--- src/rtl/unary_multiplier_pkg.sv ---
// Shared definitions for the rate-coded unary multiplier datapath.
// Holds the default operand width and the counter bit-reversal helper.
package unary_multiplier_pkg;

    localparam int unsigned BITWIDTH_DEFAULT = 8;
    localparam int unsigned MAX_WIDTH = 32;

    // Reverses the low 'width' bits of value; bits above 'width' come back as zero.
    function automatic logic [MAX_WIDTH-1:0] bitrev_n(
        input logic [MAX_WIDTH-1:0] value,
        input int unsigned          width
    );
        logic [MAX_WIDTH-1:0] rev;
        rev = {<<{value}};
        return rev >> (MAX_WIDTH - width);
    endfunction

endpackage

--- src/rtl/unary_multiplier_stream_gen.sv ---
// Converts an operand into a unary bitstream by comparing it against the shared
// window counter, optionally bit-reversed to decorrelate it from the other stream.
module unary_stream_gen
    import unary_multiplier_pkg::*;
#(
    parameter int unsigned BITWIDTH = BITWIDTH_DEFAULT,
    parameter bit          REVERSE  = 1'b0
) (
    input  logic [BITWIDTH-1:0] cnt,
    input  logic [BITWIDTH-1:0] operand,
    output logic                stream_bit
);

    logic [BITWIDTH-1:0] cmp_val;

    generate
        if (REVERSE) begin : g_rev
            assign cmp_val = BITWIDTH'(bitrev_n(MAX_WIDTH'(cnt), BITWIDTH));
        end else begin : g_fwd
            assign cmp_val = cnt;
        end
    endgenerate

    assign stream_bit = (cmp_val < operand);

endmodule

--- src/rtl/unary_multiplier.sv ---
// Rate-coded multiplier: ANDs two unary bitstreams and counts the ones over a
// 2^BITWIDTH-step window, giving roughly iData0 * iData1 / 2^BITWIDTH.
module unary_multiplier
    import unary_multiplier_pkg::*;
#(
    parameter int unsigned BITWIDTH = BITWIDTH_DEFAULT
) (
    input  logic                iClk,
    input  logic                iRst,
    input  logic                iEn,
    input  logic                iClr,
    input  logic [BITWIDTH-1:0] iData0,
    input  logic [BITWIDTH-1:0] iData1,
    output logic [BITWIDTH:0]   oData,
    output logic                oDone
);

    localparam logic [BITWIDTH-1:0] CntLast = '1;

    logic [BITWIDTH-1:0] cnt_q, cnt_d;
    logic [BITWIDTH:0]   acc_q, acc_d;
    logic                done_q, done_d;
    logic                s0, s1, hit;

    unary_stream_gen #(
        .BITWIDTH (BITWIDTH),
        .REVERSE  (1'b0)
    ) u_stream0 (
        .cnt        (cnt_q),
        .operand    (iData0),
        .stream_bit (s0)
    );

    unary_stream_gen #(
        .BITWIDTH (BITWIDTH),
        .REVERSE  (1'b1)
    ) u_stream1 (
        .cnt        (cnt_q),
        .operand    (iData1),
        .stream_bit (s1)
    );

    assign hit = s0 & s1;

    always_comb begin
        cnt_d  = cnt_q;
        acc_d  = acc_q;
        done_d = done_q;
        if (iClr) begin
            cnt_d  = '0;
            acc_d  = '0;
            done_d = 1'b0;
        end else if (iEn && !done_q) begin
            acc_d = acc_q + {{BITWIDTH{1'b0}}, hit};
            cnt_d = cnt_q + 1'b1;
            // The edge that consumes the last counter value closes the window.
            if (cnt_q == CntLast) begin
                done_d = 1'b1;
            end
        end
    end

    always_ff @(posedge iClk) begin
        if (iRst) begin
            cnt_q  <= '0;
            acc_q  <= '0;
            done_q <= 1'b0;
        end else begin
            cnt_q  <= cnt_d;
            acc_q  <= acc_d;
            done_q <= done_d;
        end
    end

    assign oData = acc_q;
    assign oDone = done_q;

endmodule

--- config.mk ---
export PLATFORM = sky130hd
export DESIGN_NAME = unary_multiplier
export DESIGN_NICKNAME = d
export VERILOG_FILES = /design/src/rtl/unary_multiplier_pkg.sv /design/src/rtl/unary_multiplier_stream_gen.sv /design/src/rtl/unary_multiplier.sv
export SDC_FILE = /design/constraint.sdc
export NUM_CORES = 1
export LEC_CHECK = 0
export ABC_AREA = 1
export CAP_MARGIN = 20
export CORE_MARGIN = 2
export CORE_UTILIZATION = 40
export CTS_CLUSTER_DIAMETER = 40
export DETAILED_ROUTE_END_ITERATION = 7
export PLACE_DENSITY = 0.64
export REMOVE_ABC_BUFFERS = 1
export SLEW_MARGIN = 20
export SYNTH_ARGS = -nofsm -noshare
export SYNTH_HDL_FRONTEND = slang
export SYNTH_SLANG_ARGS = --single-unit
--- constraint.sdc ---
create_clock -name iClk -period 6.01 [get_ports iClk]
set_input_delay 1.202 -clock iClk [delete_from_list [all_inputs] [get_ports iClk]]
set_output_delay 1.202 -clock iClk [all_outputs]
set_load 0.05 [all_outputs]
==> run metrics <==
width of the die about 60 um; clk slew on worst S/H paths around 110 ps; GP Congestion approximately 0.74; CP delay by family, top simple AND/OR/NAND/NOR gates; Syn Area/Cell between 6 and 7 um^2; Setup crit start kind input port; Clock Tree Buf Depth 2; H-Tree Depth 1; fill count roughly 300; setup tns final 0 ps; worst path cell trace clkdlybuf4s50_1 -> inv_1 -> ha_1 -> a21oi_1 -> nand3_1 -> nor2_1 -> nand2_1 -> nor2_1 -> ha_1 -> ha_1 -> nand3_1 -> nor2_4 -> nand3_1 -> nand2_1 -> nand2_1 -> nor2_1; n_diodes 0; Seq. cell area between 300 and 400 um^2; Synth Cell Area between 1000 and 1500 um^2; kind of critical path in -> reg; CP max stage cell clkdlybuf4s50_1; Post-Syn Instances 185; max-capacitance violation count 0; Pleak ~0.74 nW; Netlist cell types 18; routed vias/inst about 4.8; ratio of final minimum period to clock period 54.20%; Post-Route WL 2.560 mm; Worst Path Buf+Inv 2; largest net degree at the start of global routing 16; GR Util All Layers roughly 17%; TritonCTS clock tree done; CP Capture Type flop; Setup Fix Bufs, Post-CTS 0; Critical Path Max Stage Delay around 450 ps; via count roughly 1200; Data required, critical path between 6000 and 7000 ps; WP data arrival between 3000 and 4000 ps; share of layout cells above drive strength 1 ~5.1%; endpoints failing setup 0; clk_lat worst skew a little under 300 ps; hold_ws a little over 500 ps; Area Overhead vs Synth 29.41%; hold-fix buffers at CTS 0; Seq/Total Area, Yosys between 20% and 30%; post_cts resized 0; Slew Limit Headroom about two fifths; Core Footprint between 3000 and 4000 um^2; root buffer cell clkbuf_4; RSZ-0062 raised after global routing no; Pins Over Slew Limit 0; # IOs 30; Peak VDD IR about 0.000092 V; wire per inst ~10 um; run status completed; Tightest Pin Transition around 900 ps; R2R Setup Slk ~3800 ps; area of the multi-input gates ~730 um^2; vias in the first global route approximately 1200; grt ovf 0; row count 20; total die area 3544 um^2; post-DP HPWL between 2 and 2.5 mm; Sink Count 18; Port Buffers 29; Yosys warnings 0; Num CTS Buffers 3; Finished Layout Cells 250; Final min period between 3000 and 4000 ps; Antenna Nets Post-Route 0; clk_skew approximately 11 ps; initial antenna violation count 0; chip height 59.54 um; dpl cells roughly 250; initial DRC count 23; worst hold path type reg -> reg; first-pass GRT wire length 4.705 mm; PwrDens ~150 nW/um^2; final hold vios 0; initial core utilization ~40%; maximum clock frequency ~300 MHz; Synth Register Bits 18; DRC viols 0; total power draw about 0.00023 W; Max Fanout on Critical Path 4; nets@finish around 260; DR pass1 iterations 5
[stage by stage]
| stage | util, % | cell area [um^2] | setup WS, ps |
|---|---|---|---|
| after detailed placement | 51.96 | 1560 | 2442 |
| after global routing | 53.17 | 1597 | 2470 |
| after CTS | 53.17 | 1597 | 2758 |
| after global placement | 51.96 | 1560 | 2470 |
| after floorplan | - | 1229 | 3076 |
| final | 53.17 | 1597 | 2752 |
[report_power, final]
group	switching [W]	internal, W
registers	0.00000150	0.000120
clock network	0.0000381	0.0000369
logic	0.0000177	0.0000190
[routing by layer]
metal	track usage (%)	share of wire (%)	vias to the layer above
met5	0	0	-
met4	4.762	0.66	0
met3	2.620	3.8	2
met2	29.98	47	19
met1	21.39	48	522
li1	-	-	649
[placed cells by master (no fill, tap or decap), drive strengths merged]
master / Yosys / final
a21oi: 13 / 13
clkbuf: 0 / 4
clkdlybuf4s50: 0 / 29
dfxtp: 18 / 18
ha: 17 / 17
inv: 36 / 36
nand2: 39 / 39
nand3: 15 / 15
nand4: 1 / 1
nor2: 31 / 31
nor3: 5 / 5
nor3b: 1 / 1
o21ai: 8 / 8
[cell families after synthesis]
logic type      count (synthesis)  synth area share [%]
compound gates                 21                 8.519
fa+ha+maj                      17                 17.24
buf+inv                        37                 11.36
flops                          18                 29.21
simple gates                   92                 33.67
[flip-flops by register name (all words and copies together) (netlist names)]
name	cells
oDone	1
oData	9
cnt_q	8
[path summary, 6_finish.rpt]
| path | start | end | depth (start not counted) |
|---|---|---|---|
| worst max register to register | cnt_q[0] | oData[8] | 16 |
| worst min register to register | oData[6] | oData[6] | 2 |
| worst min-delay path | oData[6] | oData[6] | 2 |
| worst max-delay path | iData0[7] | oData[8] | 16 |
[area by class of cell]
type | instances | share of cell area [%]
Sequential cell | 18 | 22.57
Timing Repair Buffer | 29 | 18.18
Clock buffer | 4 | 2.273
Multi-Input combinational cell | 130 | 45.92
Tap cell | 33 | 2.586
Inverter | 36 | 8.464
[cell usage after synthesis, drive strengths merged]
cell type  instances  area [um^2]
a21oi             13        65.06
nor3               5        41.29
buf                1        5.000
nor2              31        131.4
nand4              1        6.260
dfxtp             18        360.4
ha                17        212.7
nand3             15        80.08
inv               36        135.1
nand2             39        148.9
nor3b              1        7.510
o21ai              8        40.04
[worst reg2reg max path: stages (launching register included)]
cell,delay (ps)
dfxtp_1,420
ha_1,270
nand2_1,60
inv_1,60
nand2_1,60
nand3_1,80
nor2_1,110
nand2_1,60
nor2_1,120
ha_1,190
ha_1,200
nand3_1,140
nor2_4,130
nand3_1,100
nand2_1,70
nand2_1,40
nor2_1,100
No activity file was read; power rests on OpenSTA's default activity.
==> patch 1 (same settings) <==
Register the output `oData` once more, with the module's reset; this adds one clock of latency there. The other outputs are not delayed to match.
--- a/src/rtl/unary_multiplier.sv
+++ b/src/rtl/unary_multiplier.sv
@@ -72,7 +72,13 @@
         end
     end
 
-    assign oData = acc_q;
+    always_ff @(posedge iClk) begin
+        if (iRst) begin
+            oData <= '0;
+        end else begin
+            oData <= acc_q;
+        end
+    end
     assign oDone = done_q;
 
 endmodule
Function: changed (Yosys sat finds a counterexample within 4 cycles, from zero or initial values and one cycle with iRst high).
==> patch 1 against the original RTL <==
- sequential cell count up 9
- area after synthesis up 22%
- global-route usage down 2.5 points
- power up 37%
- final area up 17%
- wire length up 5.0%
- worst setup slack better by 0.016 ns
- utilization down 1.6 points
- clock power up 33%
- critical path type unchanged
- critical endpoint is now acc_q[6]
- largest power group unchanged
==> patch 1: results <==
group,metric,value,unit
outcome,status,"complete, no violations",
route,drt-met1-wl,1.41,mm
power,peakVddDrop,98.4,uV
global_routing,grt_usage,0.146,
global_routing,grt_pass1_wl,4.91,mm
cts,clk_pin_slew_worst_paths,0.09,ns
route,viasPerCell,4.46,
setup_path,cp_top_family,"adder cells",
logic_synthesis,ys_types,20,
logic_synthesis,synth_common_cells,"inv_1 (42), nand2_1 (40), nor2_1 (30)",
power,p_leak,0.000867,uW
global_routing,grt_max_degree,17,
route,dr_wl_met3,93,um
route,dr.pass1.iters,4,
place,pre_cts_slack,2.46,ns
worst_hold_path,hold_start,"acc_q[7]",
route,top_layer,"met3",
logic_synthesis,synth_compound_area_frac,0.0733,
final_layout,fin_nets,277,
sta,tightest_slew,0.496,ns
logic_synthesis,ys.warnings.count,0,
worst_hold_path,min_to,"oData[7]",
cts,cts_root_buf,"clkbuf_8",
setup_path,rrSetupSlack,3.81,ns
place,gp_congestion,0.769,
place,dp_hpwl,2.13,mm
sta,finClkSkew,0.00203,ns
final_layout,fill_cells,381,
global_routing,gr-usage-met1,0.189,
logic_synthesis,avgSynthCellArea,7.19,um2
power,pwr-share-comb,0.116,
route,dr_wl_met2,1.19,mm
route,detail_route.wl_per_cell,9.37,um
setup_path,critical_path_arrival,3.41,ns
route,wirelength,2.69,mm
route,drt_iter0_drc,55,
global_routing,met3_usage,0.0360,
cts,clk-insertion-delay-late,0.27,ns
power,swShare,0.226,
sta,fmax,308,MHz
logic_synthesis,synth_xor_area_frac,0.00583,
logic_synthesis,ys_top_cells_by_area,"dfxtp_1 (36%), ha_1 (14%), inv_1 (10%)",
place,placed_area,0.00183,mm2
global_routing,grt_pass1_vias,1190,
logic_synthesis,ys_seq_area_frac,0.360,
global_routing,grt_use_met2,0.241,
power,clk-power,100,uW
setup_path,r2r_cells,15,
## patch 1: changes by cell type in the layout (fill, tap and decap cells not counted), sizes merged
cell / before / now
dfxtp: 18 / 27
inv: 36 / 42
nor2: 31 / 35
a21oi: 13 / 15
nand2: 39 / 41
nor3: 5 / 3
nand3: 15 / 16
nand4: 1 / 2
nor3b: 1 / 0
o21ai: 8 / 7
xor2: 0 / 1
## patch 1: cell type report
cell class | instances | area, um2 | area share
Clock buffer | 4 | 45.0 | 0.0240
Timing Repair Buffer | 29 | 290 | 0.155
Sequential cell | 27 | 541 | 0.288
Inverter | 42 | 158 | 0.0841
Multi-Input combinational cell | 137 | 781 | 0.417
Tap cell | 48 | 60.1 | 0.0320
## patch 1: stage by stage
stage	total power, uW	hold WS, ns	utilization
finish	319	0.443	0.516
global route	336	0.476	0.516
global placement	223	0.430	0.503
floorplan	205	0.416	-
detailed placement	223	0.439	0.503
CTS	323	0.449	0.516
==> patch 2 (same flow settings) <==
Made on the original files. The parameter `REVERSE` goes from 1'b1 to 1'b0.
--- a/src/rtl/unary_multiplier.sv
+++ b/src/rtl/unary_multiplier.sv
@@ -33,7 +33,7 @@
 
     unary_stream_gen #(
         .BITWIDTH (BITWIDTH),
-        .REVERSE  (1'b1)
+        .REVERSE  (1'b0)
     ) u_stream1 (
         .cnt        (cnt_q),
         .operand    (iData1),
Check against the original RTL: not equivalent (a bounded check fails within 4 cycles, from zero or initial values).
==> patch 2 against the original RTL <==
- area after synthesis down 0.30%
- wire length rose by 2.4%
- final area decreased by 0.23%
- sequential share of layout area up 0.053 points
- global-route usage fell by 0.14 points
- worst setup slack got worse by 0.0017 ns
- power decreased by 0.29%
- register-to-register slack got worse by 0.02 ns
- sequential cell count stayed put
- critical endpoint is now oData[6]
==> patch 2: results <==
group,metric,value,unit
outcome,status,"complete, no violations",
power,p_leak,0.000745,uW
final_layout,drive_above_1_share,0.0512,
place,dp_hpwl,2.11,mm
cts,cts-resized-gates,0,
sta,finalMaxSlewViolations,0,
logic_synthesis,synth_cells,183,
cts,cts_root_buf,"clkbuf_4",
setup_path,slowest_delay,0.45,ns
setup_path,cp_top_family,"simple AND/OR/NAND/NOR gates",
route,viasPerCell,4.77,
final_layout,seq_area,360,um2
cts,post-cts-setup-buffer-count,0,
cts,ctsLongestPathBuffers,2,
place,pre_cts_slack,2.45,ns
final_layout,fill_cells,294,
route,dr.pass1.iters,4,
logic_synthesis,ys.warnings.count,0,
logic_synthesis,ys_types,19,
route,drt_iter0_drc,44,
power,peakVddDrop,128,uV
route,detail_route.wl_per_cell,10.6,um
sta,finClkSkew,0.00508,ns
cts,cts.htree.levels,1,
logic_synthesis,synth_ff_type,"dfxtp_1",
logic_synthesis,synth_common_cells,"nand2_1 (38), inv_1 (33), nor2_1 (29)",
logic_synthesis,ys_top_cells_by_area,"dfxtp_1 (29%), ha_1 (17%), nand2_1 (12%)",
global_routing,grt_usage,0.169,
final_layout,largest_reg_flops,9,
worst_hold_path,hold_class,"reg -> reg",
sta,tightest_slew,0.824,ns
global_routing,grt_max_degree,16,
logic_synthesis,synth.cell_area,0.00123,mm2
place,gp_congestion,0.728,
place,placed_area,0.00156,mm2
setup_path,path_max_fanout,4,
global_routing,antenna_found_initial,0,
global_routing,grt_pass1_wl,4.60,mm
cts,clk-insertion-delay-late,0.29,ns
route,wirelength,2.62,mm
logic_synthesis,ys_async_sr_fraction,0,
cts,clk_pin_slew_worst_paths,0.11,ns
global_routing,grt_pass1_vias,1129,
cts,cts_inserted_buffers,3,
logic_synthesis,ys_seq_area_frac,0.293,
final_layout,fin_nets,253,
final_layout,n_antenna_cell,0,
setup_path,cp_slowest_cell,"clkdlybuf4s50_1",
place,dp.cells,244,
place,io_buffers,29,
patch 2: cell count changes after synthesis:
| cell | unedited run | this run |
|---|---|---|
| nand4_1 | 1 | 2 |
| nor3_1 | 3 | 2 |
| inv_1 | 35 | 33 |
| nand3_1 | 14 | 13 |
| nand3b_1 | 0 | 1 |
patch 2: routing by layer:
metal	routed length (um)	track usage
met5	0	0
met4	19	0.0584
met3	113	0.0284
met2	1230	0.294
met1	1260	0.208
patch 2: layout make-up:
class	instances	area share
Multi-Input combinational cell	130	0.463
Sequential cell	18	0.226
Timing Repair Buffer	29	0.182
Inverter	34	0.0801
Tap cell	33	0.0259
Clock buffer	4	0.0228
patch 2: path summary, 6_finish.rpt:
path / start / slack, ns / end / depth (start not counted)
min: cnt_q[0] / 0.51 / cnt_q[0] / 1
max reg2reg: cnt_q[6] / 3.75 / oData[6] / 15
max: iData1[7] / 2.75 / oData[6] / 17
min reg2reg: cnt_q[0] / 0.51 / cnt_q[0] / 1
patch 2: through the flow:
stage	total power, uW	hold slack (ns)
2_1_floorplan	142	0.447
5_1_grt	244	0.520
3_3_place_gp	159	0.478
3_5_place_dp	160	0.480
4_1_cts	237	0.506
6_report	233	0.507
patch 2: cell families after synthesis:
| group | after synthesis | synth area share |
|---|---|---|
| flip-flops | 18 | 0.293 |
| AND/OR/NAND/NOR | 92 | 0.341 |
| adder cells (fa/ha/maj) | 17 | 0.173 |
| AO/OA/AOI/OAI | 21 | 0.0855 |
| buffers and inverters | 35 | 0.108 |
patch 2: report_power, final:
group / switching, uW / internal, uW / total [uW]
registers: 1.44 / 120 / 122
clock network: 38.7 / 36.9 / 75.6
logic: 17.0 / 18.5 / 35.5
total: 57.1 / 176 / 233
